### src/rtl/tick_scheduler.sv
// Shared prescaler driving four programmable tick channels, configured one
// channel at a time through a two-state valid/ready sequencer.
module tick_scheduler #(
    parameter int PRESCALE = 50000,
    parameter int PW       = 16,
    parameter int CW       = 8
) (
    input  logic          clk1,
    input  logic          rst_n,
    input  logic          cfg_valid,
    output logic          cfg_ready,
    input  logic [1:0]    cfg_ch,
    input  logic          cfg_en,
    input  logic          cfg_mode,
    input  logic [CW-1:0] cfg_period,
    output logic          base_tick,
    output logic [3:0]    tick,
    output logic [3:0]    clk_out,
    output logic [3:0]    busy
);

    typedef enum logic {IDLE, APPLY} state_t;

    state_t        state_reg;
    logic          cfg_ready_reg;
    logic [1:0]    lat_ch_reg;
    logic          lat_en_reg;
    logic          lat_mode_reg;
    logic [CW-1:0] lat_period_reg;

    logic [PW-1:0] presc_reg;
    logic [3:0]    busy_next;
    logic          any_busy;
    logic          apply;

    always_ff @(posedge clk1 or negedge rst_n) begin
        if (!rst_n) begin
            state_reg      <= IDLE;
            cfg_ready_reg  <= 1'b1;
            lat_ch_reg     <= '0;
            lat_en_reg     <= 1'b0;
            lat_mode_reg   <= 1'b0;
            lat_period_reg <= '0;
        end else begin
            case (state_reg)
                IDLE: begin
                    if (cfg_valid && cfg_ready_reg) begin
                        lat_ch_reg     <= cfg_ch;
                        lat_en_reg     <= cfg_en;
                        lat_mode_reg   <= cfg_mode;
                        lat_period_reg <= cfg_period;
                        state_reg      <= APPLY;
                        cfg_ready_reg  <= 1'b0;
                    end
                end
                APPLY: begin
                    state_reg     <= IDLE;
                    cfg_ready_reg <= 1'b1;
                end
                default: begin
                    state_reg     <= IDLE;
                    cfg_ready_reg <= 1'b1;
                end
            endcase
        end
    end

    assign cfg_ready = cfg_ready_reg;
    assign apply     = (state_reg == APPLY);
    assign any_busy  = |busy;
    assign base_tick = any_busy && (presc_reg == PW'(PRESCALE - 1));

    // Looking at next-cycle busy lets a disable of the last channel clear the
    // prescaler on the same edge, so a later enable always starts from phase 0.
    always_ff @(posedge clk1 or negedge rst_n) begin
        if (!rst_n) begin
            presc_reg <= '0;
        end else if (busy_next == 4'b0000 || base_tick) begin
            presc_reg <= '0;
        end else if (any_busy) begin
            presc_reg <= presc_reg + PW'(1);
        end
    end

    genvar gi;
    generate
        for (gi = 0; gi < 4; gi++) begin : g_ch
            logic [CW-1:0] cnt_reg, cnt_next;
            logic [CW-1:0] period_reg, period_next;
            logic          mode_reg, mode_next;
            logic          busy_reg, busy_nx;
            logic          clk_reg, clk_next;
            logic          tick_reg, tick_next;
            logic          hit;

            assign hit = apply && (lat_ch_reg == 2'(gi));

            // A config write takes priority over a coincident base tick.
            always_comb begin
                cnt_next    = cnt_reg;
                period_next = period_reg;
                mode_next   = mode_reg;
                busy_nx     = busy_reg;
                clk_next    = clk_reg;
                tick_next   = 1'b0;
                if (hit) begin
                    if (lat_en_reg && lat_period_reg != '0) begin
                        cnt_next    = lat_period_reg - CW'(1);
                        period_next = lat_period_reg;
                        mode_next   = lat_mode_reg;
                        busy_nx     = 1'b1;
                    end else begin
                        cnt_next = '0;
                        busy_nx  = 1'b0;
                        clk_next = 1'b0;
                    end
                end else if (base_tick && busy_reg) begin
                    if (cnt_reg != '0) begin
                        cnt_next = cnt_reg - CW'(1);
                    end else begin
                        tick_next = 1'b1;
                        clk_next  = ~clk_reg;
                        if (mode_reg) begin
                            busy_nx = 1'b0;
                        end else begin
                            cnt_next = period_reg - CW'(1);
                        end
                    end
                end
            end

            always_ff @(posedge clk1 or negedge rst_n) begin
                if (!rst_n) begin
                    cnt_reg    <= '0;
                    period_reg <= '0;
                    mode_reg   <= 1'b0;
                    busy_reg   <= 1'b0;
                    clk_reg    <= 1'b0;
                    tick_reg   <= 1'b0;
                end else begin
                    cnt_reg    <= cnt_next;
                    period_reg <= period_next;
                    mode_reg   <= mode_next;
                    busy_reg   <= busy_nx;
                    clk_reg    <= clk_next;
                    tick_reg   <= tick_next;
                end
            end

            assign busy_next[gi] = busy_nx;
            assign busy[gi]      = busy_reg;
            assign clk_out[gi]   = clk_reg;
            assign tick[gi]      = tick_reg;
        end
    endgenerate

endmodule

### config.mk
export PLATFORM = sky130hd
export DESIGN_NAME = tick_scheduler
export DESIGN_NICKNAME = d
export VERILOG_FILES = /design/src/rtl/tick_scheduler.sv
export SDC_FILE = /design/constraint.sdc
export NUM_CORES = 1
export LEC_CHECK = 0
export CELL_PAD_IN_SITES_DETAIL_PLACEMENT = 1
export CELL_PAD_IN_SITES_GLOBAL_PLACEMENT = 2
export CORE_UTILIZATION = 35
export CTS_CLUSTER_DIAMETER = 150
export CTS_CLUSTER_SIZE = 8
export DETAILED_ROUTE_END_ITERATION = 12
export MAX_ROUTING_LAYER = met4
export PLACE_DENSITY_LB_ADDON = 0.1
export SLEW_MARGIN = 20
export SYNTH_ARGS = -nofsm -noshare
export SYNTH_HDL_FRONTEND = slang
export SYNTH_SLANG_ARGS = --single-unit
### constraint.sdc
create_clock -name clk1 -period 2.7 [get_ports clk1]
set_input_delay 0.54 -clock clk1 [delete_from_list [all_inputs] [get_ports clk1]]
set_output_delay 0.54 -clock clk1 [all_outputs]
set_load 0.01 [all_outputs]
==> run metrics, run 1 <==
relative slew slack 47.49%; CP max stage cell or4b_4; status complete, no violations; GRT busiest layer met2; HPWL Detailed 14,300 um; clock skew 0.008965 ns; Comb pwr share 1.8%; total power draw 3.124 mW; Port Buf Inserts 28; area leader, netlist dfrtp_1; number of synthesized flops with an enable pin 0; sequential power share 52.7%; clock sink count 110; H-tree depth 3; starting density of the core 36.24%; Worst Path Arrival 2.92 ns; root buf cell clkbuf_16; overall routed net length 19,660 um; TritonRoute pass-1 iters 4; Via-to-Cell Ratio 5.746; Sw Share 22.34%; first-pass GRT wire length 31,990 um; pre-CTS setup slack -0.01886 ns; critical path launch point type flip-flop; gpl congestion 0.8612; die width 134.0 um; WHS 0.1628 ns; Synth Cell Area 6096 um2; Worst setup EP type flip-flop; Hold WC Path Type input port to asynchronous set/reset pin; maxcap violations 0; gr ovfl total 0; drt wl/cell 20.83 um; sequential cell area fraction in the yosys report 45.18%; Final ANT Viol Nets 0; RSZ-0062 raised after global routing yes; CTS Hold Bufs 0; worst-margin pin slew 0.7848 ns; row count 47; I/O Pins 29; Max Transition Viols Final 0; largest net degree at the start of global routing 48; area added between synthesis and finish 19.83%; synth unique cells 66; Seq. cell area 2754 um2; Synth Register Bits 110; Commonest cells post-synth 109 x dfrtp_1, 88 x nand2_1, 56 x nor2_1; WS Path Type flip-flop to flip-flop; pwr dens 427.6 nW/um2; TritonCTS clock tree done; Non-Filler Instances 944; Clock Latency Late Sink 0.36 ns; Core ar. 16,820 um2; placed instance area 6842 um2; die area 17,950 um2; Fin. Hold Viols 0; # fillers 1,967; top cells by area, synth dfrtp_1 45%, mux2_2 6.1%, nand2_1 5.4%; P_int 2.426 mW; syn nets 688; DRC 0; syn_area_per_cell 9.139 um2; CP required 2.95 ns; vias 5,424; Die Ht 134.0 um; Antenna diodes 0; total CTS buffers 9; most common cell in the netlist dfrtp_1; total of warnings raised by yosys 0; final layout net count 740; Crit path largest cell delay 0.55 ns; initial antenna violation count 0; Max IR drop VDD 290.3 uV; most used flip-flop cell after synthesis dfrtp_1; placed cell count 922; clock network fraction of total power 45.5%; cell area after layout 7305 um2; Total Routing Usage GR 23.81%; Gate Count Post-Synth 667; met3 usage 4.082%; Final min period 2.675 ns; largest fanout on the critical path 8; fmax 373.9 MHz; Leakage 3.358 nW; CP Cell Sequence or4b_4, buf_6, nor4_4, buf_4, nand3_2, a31o_4, nor4_4, buf_4, clkbuf_16, nor2_2; Final TNS setup 0 ns; fin crit share 99.06%; grt met1 use 30.34%; Max Root-Sink Buffers 2; share of layout cells above drive strength 1 20.17%; Synth top area share 44.75%; number of global-route vias before repair 5,614; area of the multi-input gates 3167 um2; ys async rst share 100.0%; NetSw 0.6978 mW; final setup fails 0; final setup margin 0.02543 ns; clk slew on worst S/H paths 0.07 ns; Initial DRC Count 248; Util after Layout 43.43%; M2 GR Usage 39.38%
[placed cells by master, fill, tap and decap left out, types with 16 or more instances in the layout]
cell type	n
clkdlybuf4s50_1	26
a21oi_1	37
o21ai_0	52
mux2_2	33
dfrtp_1	109
nor3_1	16
nand3_1	21
nor2_1	47
buf_4	53
nand2_1	88
[layer usage]
layer | share of wire [%] | wire [um]
met1 | 46 | 8960
met2 | 50 | 9816
met3 | 2.9 | 580
met4 | 1.6 | 307
met5 | 0 | 0
[final timing paths]
check / slack [ns] / cells after the start / startpoint / to
max reg2reg: 0.03 / 10 / presc_reg[13] / presc_reg[2]
min in group clk1: 0.50 / 1 / g_ch[2].clk_reg / g_ch[2].clk_reg
min: 0.16 / 1 / rst_n / g_ch[3].tick_reg
min reg2reg: 0.50 / 1 / g_ch[2].clk_reg / g_ch[2].clk_reg
max: 0.03 / 10 / presc_reg[13] / presc_reg[2]
max in group asynchronous: 1.77 / 2 / rst_n / g_ch[2].mode_reg
[power by group through the flow]
stage,Clock [mW],Sequential (mW),Combinational (mW)
2_1_floorplan,0,1.68,0.000465
3_3_place_gp,0,1.68,0.0603
3_5_place_dp,0,1.68,0.0612
4_1_cts,1.46,1.65,0.0610
5_1_grt,1.52,1.65,0.0663
6_report,1.42,1.65,0.0574
[critical path: cells and delay by family (launching register included)]
family	cells	cell delay, ns
buf+inv	4	0.68
flops	1	0.39
compound gates	1	0.26
simple gates	5	1.23
[what timing repair did]
item                                    4_1_cts  5_1_grt
endpoints found under the hold margin         0        0
buffers inserted                              0        5
resized for setup                             7       23
pin swaps                                     1        7
endpoints found under the setup margin        1       25
gates cloned                                  0        1
[area by class of cell]
class	instances	area share, %
clock buffer	11	3.323
sequential	110	37.70
multi-input combinational	500	43.35
tap	220	3.768
timing repair buffer	85	10.28
inverter	13	0.6680
clock inverter	5	0.9078
[cell families after synthesis]
kind of cell	share of synthesized area (%)
and+or+nand+nor	21.94
AOI/OAI and AO/OA	19.03
DFF	45.18
buffers and inverters	4.434
muxes	6.753
xor gates and xnor gates	1.437
adders and majority gates	1.231
No activity file was read; power rests on OpenSTA's default activity.
==> run 2: changes to the inputs <==
--- a/config.mk
+++ b/config.mk
@@ -7,9 +7,10 @@
 export LEC_CHECK = 0
 export CELL_PAD_IN_SITES_DETAIL_PLACEMENT = 1
 export CELL_PAD_IN_SITES_GLOBAL_PLACEMENT = 2
-export CORE_UTILIZATION = 35
+export CORE_UTILIZATION = 36
+export CTS_BUF_LIST = sky130_fd_sc_hd__clkbuf_4
 export CTS_CLUSTER_DIAMETER = 150
-export CTS_CLUSTER_SIZE = 8
+export CTS_CLUSTER_SIZE = 16
 export DETAILED_ROUTE_END_ITERATION = 12
 export MAX_ROUTING_LAYER = met4
 export PLACE_DENSITY_LB_ADDON = 0.1
==> run 2 against run 1 <==
Combinational power grew 5.4%; the run now ends with setup timing left; routed wire length shrank 1.3%; total power shrank 15%; clock-buffer cell count shrank 1; clock power shrank 34%; core utilization is essentially flat.
==> run metrics, run 2 (synthesized netlist as in run 1, its figures left out) <==
status finished with violations; failing checks setup timing; CP max stage cell or4_4; Final ANT Viol Nets 0; Non-Filler Instances 957; commonest non-fill, non-tap cell in the layout dfrtp_1; total CTS buffers 9; Comb pwr share 2.3%; crit-path leading delay family simple AND/OR/NAND/NOR gates; clk slew on worst S/H paths 0.17 ns; total power draw 2.653 mW; HPWL Detailed 14,300 um; Seq. cell area 2754 um2; Die Ht 132.1 um; first-pass GRT wire length 31,750 um; TritonRoute pass-1 iters 4; Core ar. 16,580 um2; die area 17,460 um2; Max Transition Viols Final 0; placed cell count 928; DRC 0; Max Root-Sink Buffers 2; I/O Pins 29; GRT busiest layer met2; final setup fails 17; largest fanout on the critical path 2; row count 47; clock sink count 110; Initial DRC Count 207; gr ovfl total 0; WHS 0.4903 ns; CP required 2.16 ns; maxcap violations 0; critical path launch point type flip-flop; final setup margin -0.1160 ns; CP Cell Sequence or4b_4, or4_4, nor2_4, buf_6; Reg2Reg Depth 11; WS Path Type flip-flop to output port; Crit path largest cell delay 0.57 ns; Hold WC Path Type input port to asynchronous set/reset pin; M2 GR Usage 38.59%; P_int 2.049 mW; gpl congestion 0.8438; clock skew 0.01307 ns; RSZ-0062 raised after global routing yes; Total Routing Usage GR 24.22%; Max IR drop VDD 161.6 uV; fmax 355.1 MHz; Worst Path Arrival 2.28 ns; Final min period 2.816 ns; share of layout cells above drive strength 1 19.67%; Antenna diodes 0; Sw Share 22.77%; Util after Layout 43.45%; initial antenna violation count 0; pwr dens 368.2 nW/um2; drt wl/cell 20.28 um; worst-margin pin slew 0.7489 ns; clock network fraction of total power 35.6%; Port Buf Inserts 28; met3 usage 2.461%; overall routed net length 19,410 um; Worst setup EP type output port; relative slew slack 49.89%; H-tree depth 3; fin crit share 104.3%; number of global-route vias before repair 5,587; Worst path depth 4; grt met1 use 32.31%; TritonCTS clock tree done; # fillers 1,925; Clock Latency Late Sink 0.49 ns; area added between synthesis and finish 18.21%; starting density of the core 36.76%; Via-to-Cell Ratio 5.635; Fin. Hold Viols 0; die width 132.1 um; most frequent cells in the layout 109 x dfrtp_1, 88 x nand2_1, 66 x buf_4; Leakage 3.362 nW; area of the multi-input gates 3113 um2; largest net degree at the start of global routing 48; root buf cell clkbuf_4; final layout net count 754; sequential power share 62.1%; vias 5,393; Buffers & Inverters on Critical Path 1; NetSw 0.6042 mW
run 2: changes by cell type in the layout (fill, tap and decap cells not counted), sizes merged:
cell | previous run | this run
inv | 15 | 13
clkinv | 1 | 3
clkbuf | 12 | 11
bufinv | 1 | 2
clkinvlp | 1 | 0
buf | 58 | 71
dlygate4sd3 | 0 | 1
run 2: final timing paths:
path / end / slack (ns) / startpoint
setup / recovery: base_tick / -0.12 / presc_reg[13]
min in group clk1: g_ch[1].clk_reg / 0.51 / g_ch[1].clk_reg
hold reg to reg: g_ch[1].clk_reg / 0.51 / g_ch[1].clk_reg
max in group asynchronous: cfg_ready / 1.53 / rst_n
hold / removal: g_ch[3].tick_reg / 0.49 / rst_n
setup reg to reg: presc_reg[9] / -0.09 / presc_reg[13]
run 2: metrics by stage:
stage | worst slack, ns | setup TNS [ns] | cell area, um2
6_report | -0.1160 | -1.171 | 7206
5_1_grt | -0.1875 | -2.668 | 7206
4_1_cts | -0.1000 | -0.2292 | 7147
2_1_floorplan | 0.1198 | 0 | 6096
3_3_place_gp | 0.003677 | 0 | 6887
3_5_place_dp | -0.007821 | -0.007821 | 6887
run 2: power by group through the flow:
stage                     clock network, mW  logic [mW]  registers [mW]
after floorplan                           0    0.000465            1.68
after global placement                    0      0.0609            1.68
after detailed placement                  0      0.0629            1.68
after CTS                             0.976      0.0638            1.65
after global routing                   1.04      0.0690            1.65
final                                 0.944      0.0605            1.65
run 2: worst reg2reg max path: cells and delay by family (launching register included):
family	cells	cell delay, ns
compound gates	2	0.31
flops	1	0.41
buf+inv	5	0.79
simple gates	4	1.17
run 2: area by class of cell:
class                   count  share of cell area (%)
well taps                 220                   3.820
flip-flops and latches    110                   38.22
clock inverters             5                   1.042
clock buffers              10                   1.042
repair buffers             99                   12.00
inverters                  13                  0.6772
multi-input cells         500                   43.20
run 2: repair_timing:
item,CTS,global route
pin swaps,2,6
setup buffers,11,6
gates cloned,0,1
endpoints found under the setup margin,2,17
hold buffers,1,0
gates resized for setup,10,7
hold endpoints to repair,27,0
run 2: layer usage:
metal,up-vias,part of all wire [%]
li1,2569,-
met1,2729,48
met2,67,48
met3,28,1.6
met4,0,2.2
met5,-,0
